`src/rtl/calc2_port_responder.sv`:
```
// Responder end of one calc2 request port: captures two-cycle requests, queues
// them, executes add/sub/shift in one shared unit and returns tagged responses in order.
module calc2_port_responder #(
    parameter int FIFO_DEPTH = 4,
    parameter int DATA_W     = 32
) (
    input  logic              c_clk,
    input  logic              reset,
    input  logic [3:0]        req_cmd_in,
    input  logic [DATA_W-1:0] req_data_in,
    input  logic [1:0]        req_tag_in,
    output logic [1:0]        out_resp,
    output logic [DATA_W-1:0] out_data,
    output logic [1:0]        out_tag,
    output logic              busy,
    output logic              drop_err
);

    localparam int PTR_W = $clog2(FIFO_DEPTH);
    localparam int CNT_W = PTR_W + 1;

    localparam logic [3:0] CMD_ADD = 4'd1;
    localparam logic [3:0] CMD_SUB = 4'd2;
    localparam logic [3:0] CMD_SHL = 4'd5;
    localparam logic [3:0] CMD_SHR = 4'd6;

    localparam logic [1:0] RESP_OK  = 2'd1;
    localparam logic [1:0] RESP_ERR = 2'd2;

    typedef struct packed {
        logic [3:0]        cmd;
        logic [DATA_W-1:0] op1;
        logic [DATA_W-1:0] op2;
        logic [1:0]        tag;
    } entry_t;

    typedef enum logic {CAP_IDLE, CAP_OP2} cap_state_t;
    typedef enum logic [1:0] {EX_IDLE, EX_ALU, EX_SHIFT, EX_DONE} ex_state_t;

    cap_state_t        cap_state;
    logic [3:0]        cap_cmd;
    logic [DATA_W-1:0] cap_op1;
    logic [1:0]        cap_tag;

    entry_t            mem [FIFO_DEPTH];
    logic [PTR_W-1:0]  wr_ptr;
    logic [PTR_W-1:0]  rd_ptr;
    logic [CNT_W-1:0]  count;

    ex_state_t         ex_state;
    logic [3:0]        ex_cmd;
    logic [DATA_W-1:0] ex_a;
    logic [DATA_W-1:0] ex_b;
    logic [1:0]        ex_tag;
    logic [4:0]        ex_cnt;
    logic [1:0]        res_resp;
    logic [DATA_W-1:0] res_data;

    logic              push_req;
    entry_t            push_entry;
    logic              fifo_empty;
    logic              fifo_full;
    logic              pop;
    logic              bypass;
    logic              push_ok;
    logic              write_en;
    logic              read_en;
    entry_t            head;
    logic [DATA_W:0]   alu_sum;
    logic [1:0]        alu_resp;
    logic [DATA_W-1:0] alu_data;

    // Capture FSM: cycle 1 latches cmd/op1/tag, cycle 2 supplies op2 straight to the push.
    always_ff @(posedge c_clk or posedge reset) begin
        if (reset) begin
            cap_state <= CAP_IDLE;
            cap_cmd   <= '0;
            cap_op1   <= '0;
            cap_tag   <= '0;
        end else begin
            case (cap_state)
                CAP_IDLE: begin
                    if (req_cmd_in != 4'd0) begin
                        cap_cmd   <= req_cmd_in;
                        cap_op1   <= req_data_in;
                        cap_tag   <= req_tag_in;
                        cap_state <= CAP_OP2;
                    end
                end
                default: cap_state <= CAP_IDLE;
            endcase
        end
    end

    // The head is the incoming entry when the queue is empty, so an idle unit
    // starts on the same edge the request completes without a FIFO round trip.
    always_comb begin
        push_req   = (cap_state == CAP_OP2);
        push_entry = '{cmd: cap_cmd, op1: cap_op1, op2: req_data_in, tag: cap_tag};
        fifo_empty = (count == '0);
        fifo_full  = (count == CNT_W'(FIFO_DEPTH));
        pop        = (ex_state == EX_IDLE) && (!fifo_empty || push_req);
        bypass     = pop && fifo_empty;
        push_ok    = push_req && (!fifo_full || pop);
        write_en   = push_ok && !bypass;
        read_en    = pop && !fifo_empty;
        head       = fifo_empty ? push_entry : mem[rd_ptr];
    end

    // NOTE: the storage array has no reset; only pointers and count need one,
    // which keeps it mappable onto plain RAM/flop arrays without reset muxes.
    always_ff @(posedge c_clk) begin
        if (write_en) begin
            mem[wr_ptr] <= push_entry;
        end
    end

    always_ff @(posedge c_clk or posedge reset) begin
        if (reset) begin
            wr_ptr   <= '0;
            rd_ptr   <= '0;
            count    <= '0;
            drop_err <= 1'b0;
        end else begin
            if (write_en) begin
                wr_ptr <= wr_ptr + 1'b1;
            end
            if (read_en) begin
                rd_ptr <= rd_ptr + 1'b1;
            end
            case ({write_en, read_en})
                2'b10:   count <= count + 1'b1;
                2'b01:   count <= count - 1'b1;
                default: count <= count;
            endcase
            if (push_req && !push_ok) begin
                drop_err <= 1'b1;
            end
        end
    end

    // NOTE: every variable gets a default first so no latch is inferred.
    always_comb begin
        alu_sum  = {1'b0, ex_a} + {1'b0, ex_b};
        alu_resp = RESP_ERR;
        alu_data = '0;
        case (ex_cmd)
            CMD_ADD: begin
                if (!alu_sum[DATA_W]) begin
                    alu_resp = RESP_OK;
                    alu_data = alu_sum[DATA_W-1:0];
                end
            end
            CMD_SUB: begin
                if (ex_a >= ex_b) begin
                    alu_resp = RESP_OK;
                    alu_data = ex_a - ex_b;
                end
            end
            default: begin
                alu_resp = RESP_ERR;
                alu_data = '0;
            end
        endcase
    end

    // NOTE: sequential state uses non-blocking assignments only, so every
    // flop samples pre-edge values regardless of statement order.
    always_ff @(posedge c_clk or posedge reset) begin
        if (reset) begin
            ex_state <= EX_IDLE;
            ex_cmd   <= '0;
            ex_a     <= '0;
            ex_b     <= '0;
            ex_tag   <= '0;
            ex_cnt   <= '0;
            res_resp <= '0;
            res_data <= '0;
            out_resp <= '0;
            out_data <= '0;
            out_tag  <= '0;
            busy     <= 1'b0;
        end else begin
            out_resp <= '0;
            out_data <= '0;
            out_tag  <= '0;
            busy     <= !fifo_empty || (ex_state != EX_IDLE) || pop;
            case (ex_state)
                EX_IDLE: begin
                    if (pop) begin
                        ex_cmd   <= head.cmd;
                        ex_a     <= head.op1;
                        ex_b     <= head.op2;
                        ex_tag   <= head.tag;
                        ex_cnt   <= head.op2[4:0];
                        ex_state <= (head.cmd == CMD_SHL || head.cmd == CMD_SHR)
                                    ? EX_SHIFT : EX_ALU;
                    end
                end
                EX_ALU: begin
                    res_resp <= alu_resp;
                    res_data <= alu_data;
                    ex_state <= EX_DONE;
                end
                EX_SHIFT: begin
                    if (ex_cnt == 5'd0) begin
                        res_resp <= RESP_OK;
                        res_data <= ex_a;
                        ex_state <= EX_DONE;
                    end else begin
                        ex_a   <= (ex_cmd == CMD_SHL) ? (ex_a << 1) : (ex_a >> 1);
                        ex_cnt <= ex_cnt - 5'd1;
                    end
                end
                default: begin
                    out_resp <= res_resp;
                    out_data <= res_data;
                    out_tag  <= ex_tag;
                    ex_state <= EX_IDLE;
                end
            endcase
        end
    end

endmodule

```
`config.mk`:
```
export PLATFORM = sky130hd
export DESIGN_NAME = calc2_port_responder
export DESIGN_NICKNAME = d
export VERILOG_FILES = /design/src/rtl/calc2_port_responder.sv
export SDC_FILE = /design/constraint.sdc
export NUM_CORES = 1
export LEC_CHECK = 0
export BUFFER_PORTS_ARGS = -buffer_cell sky130_fd_sc_hd__buf_2
export CORE_ASPECT_RATIO = 0.7
export CORE_UTILIZATION = 50
export CTS_CLUSTER_SIZE = 20
export DETAILED_ROUTE_END_ITERATION = 8
export PLACE_DENSITY = 0.66
export SYNTH_ARGS = -nofsm -noshare
export SYNTH_HDL_FRONTEND = slang
export SYNTH_SLANG_ARGS = --single-unit
```
`constraint.sdc`:
```
create_clock -name c_clk -period 15.35 [get_ports c_clk]
set_input_delay 0.7675 -clock c_clk [delete_from_list [all_inputs] [get_ports c_clk]]
set_output_delay 0.7675 -clock c_clk [all_outputs]
set_load 0.02 [all_outputs]
```
==> flow_summary_export.csv <==
group,metric,value,unit
setup_path,r2r-end,"res_data[11]",
job,cap_violations,0,
clock_tree,cts.path.max_buffers,3,
clock_tree,htree_levels,2,
sta,worst_pin_slew,1220,ps
synth,syn_nets,1904,
setup_path,path_class,"flip-flop to flip-flop",
die,initial_core_util,51.2,%
sta,rsz0062_at_grt,"no",
routing,drt_first_pass_iters,7,
routing,routed_wl,57900,um
synth,ys.flop_type,"edfxtp_1",
setup_path,r2r_setup_slack,10380,ps
run_status,outcome,"complete, no violations",
synth,synth_edf_count,280,
synth,synth.cell_area,22600,sq um
synth,ys_ff_latch,475,
synth,synth_seq_area_share,58.9,%
die,coreArea,44100,sq um
global_routing,grt_max_degree,82,
setup_path,cp.arrival,5400,ps
clock_tree,clock-root-buffer,"clkbuf_16",
setup_path,critPathRequiredTime,15780,ps
clock_tree,cts_hold_buf,0,
clock_tree,numCtsBuffers,47,
cells_and_area,fillers,3652,
setup_path,worst_r2r_path_depth,12,
routing,vias,14855,
clock_tree,cts_tree,"done",
worst_hold_path,hold_class,"input pin to asynchronous set/reset pin",
clock_tree,cts.sinks,475,
place,gp_congestion,0.933,
die,die_width,256,um
sta,relSlewSlack,18.5,%
sta,fin_crit,4970,ps
die,die_y,180,um
sta,slew_viol_final,0,
routing,ant_nets,0,
setup_path,rr_startpoint,"ex_a[1]",
global_routing,grt_antenna_before_repair,0,
sta,hold_viol_final,0,
sta,fin_skew,28.0,ps
global_routing,grt_pass1_wl,90400,um
sta,period_share,32.4,%
routing,avgViaCountPerCell,6.05,
die,io_pins,78,
cells_and_area,finalNonFillerCells,2455,
sta,finalSetupViolCount,0,
routing,wl_per_cell,23.6,um
setup_path,start_kind,"flip-flop",
die,dieArea,46000,sq um
global_routing,grtUsageTotal,25.5,%
clock_tree,cts_setup_buffers,0,
sta,fin_tns_setup,0,ps
synth,synthArstFlopShare,41.1,%
place,numPortBuffers,77,
cells_and_area,area_growth,10.7,%
pwr,cellPowerDensity,243,nW/um^2
cells_and_area,nNetsFinal,1941,
pwr,peakVddDrop,128,uV
place,dp_cells,2367,
routing,dr.first_iter.drc_count,1527,
setup_path,crit_path_end_kind,"flip-flop",
place,place_hpwl,37600,um
routing,drcViolationCount,0,
pwr,p_leak,9.67,nW
setup_path,cp_max_fo,17,
clock_tree,insertion_delay,590,ps
cells_and_area,diodes,0,
clock_tree,clk_pin_slew,70,ps
die,rows,64,
global_routing,grt.overflow.total,0,
synth,post_synth_inst_count,1785,
sta,max_freq,201,MHz
clock_tree,cts_resized,0,
cells_and_area,drive_gt1_share,18.1,%
synth,ys_warn_count,0,
synth,syn_area_per_cell,12.6,sq um
global_routing,grt_pass1_vias,14783,
synth,synth_cell_types,81,
sta,fin_hold_ws,254,ps
==> flip-flops by register name, summed over array words and instances, names as in the netlist, 3 cells and up <==
| name | flops |
|---|---|
| count | 3 |
| ex_cnt | 5 |
| res_data | 32 |
| ex_a | 32 |
| ex_b | 32 |
| cap_op1 | 32 |
| out_data | 32 |
| mem | 280 |
| cap_cmd | 4 |
| ex_cmd | 4 |
==> final cells by class <==
class / instances / area (sq um) / area share [%]
Sequential cell: 475 / 13300 / 53.2
Multi-Input combinational cell: 1124 / 8600 / 34.4
Clock buffer: 60 / 1260 / 5.03
Tap cell: 594 / 743 / 2.97
Timing Repair Buffer: 98 / 543 / 2.17
Inverter: 76 / 293 / 1.17
Clock inverter: 28 / 263 / 1.05
==> stage by stage <==
stage	power (mW)	cell area [sq um]	util (%)	setup WS, ps
2_1_floorplan	4.09	22600	-	9270
3_3_place_gp	4.89	23500	53.2	10660
3_5_place_dp	4.92	23500	53.2	10670
4_1_cts	6.07	25000	56.6	10640
5_1_grt	6.46	25000	56.6	10230
6_report	6.08	25000	56.6	10380
==> Yosys cell counts (all sizes together) (45+ instances only) <==
cell type | number | area (sq um)
edfxtp | 280 | 8410
dfrtp | 195 | 4880
a21oi | 180 | 908
nand2 | 155 | 584
nor2 | 117 | 449
o21ai | 91 | 467
ha | 76 | 951
inv | 75 | 282
mux4 | 70 | 1580
clkbuf | 69 | 259
mux2 | 68 | 766
and2 | 45 | 282
==> cell families after synthesis <==
kind of cell             Yosys count  synth area share [%]
flip-flops                       475                  58.9
AO/OA/AOI/OAI                    454                  12.6
AND/OR/NAND/NOR                  394                  7.92
buffers and inverters            186                  3.40
multiplexers                     152                  11.0
adder cells (fa/ha/maj)           79                  4.48
XOR/XNOR                          45                  1.75
==> critical path, cell delays in order, from the launching register on <==
cell      delay, ps
dfrtp_1         450
inv_1           140
fa_1            500
o21bai_1        220
a21oi_1         200
o311ai_1        590
a41oi_1         400
a21oi_1         350
nand3b_1        160
and2_1          660
nor2_4          300
a221oi_1        690
o21ai_0         140
==> power by group <==
part | switching, mW | leakage, nW | internal, mW
clock | 0.504 | 0.729 | 0.637
sequential | 0.308 | 4.95 | 1.79
combinational | 1.77 | 3.99 | 1.07
==> worst max path at each step <==
stage	slack, ps	endpoint	depth (start not counted)	from
6_report	10380	res_data[11]	12	ex_a[1]
5_1_grt	10230	res_data[11]	12	ex_a[1]
4_1_cts	10640	res_data[11]	12	ex_a[1]
3_5_place_dp	10670	res_data[11]	12	ex_a[1]
3_3_place_gp	10660	res_data[11]	12	ex_a[1]
2_1_floorplan	9270	busy	1	reset
==> cell usage in the layout (no fill, tap or decap), types with 9 or more instances in the layout <==
cell type  count
mux2i_1       14
o21ai_0       83
a221oi_1      15
buf_4         21
o22ai_1       41
clkinv_1      10
clkbuf_1      11
nor3_1        12
buf_2         77
nand2_1      153
a31oi_1       11
clkbuf_16     48
dfrtp_1      193
a211oi_1       9
nand3_1       15
a21oi_1      178
xor2_1         9
xnor2_1       36
o21bai_1      11
nor2_1       113
and2_1        41
edfxtp_1     280
inv_1         73
mux4_2        70
mux2_2        68
o31ai_1       14
ha_1          75
==> layer usage <==
metal  vias up  global-route usage (%)  part of all wire, %
met3        63                    6.20                  8.4
met5         -                       0                    0
met4         0                    4.29                  1.2
met2       561                    34.6                   41
li1       6708                       -                    -
met1      7523                    41.5                   49
No activity file was read; power rests on OpenSTA's default activity.
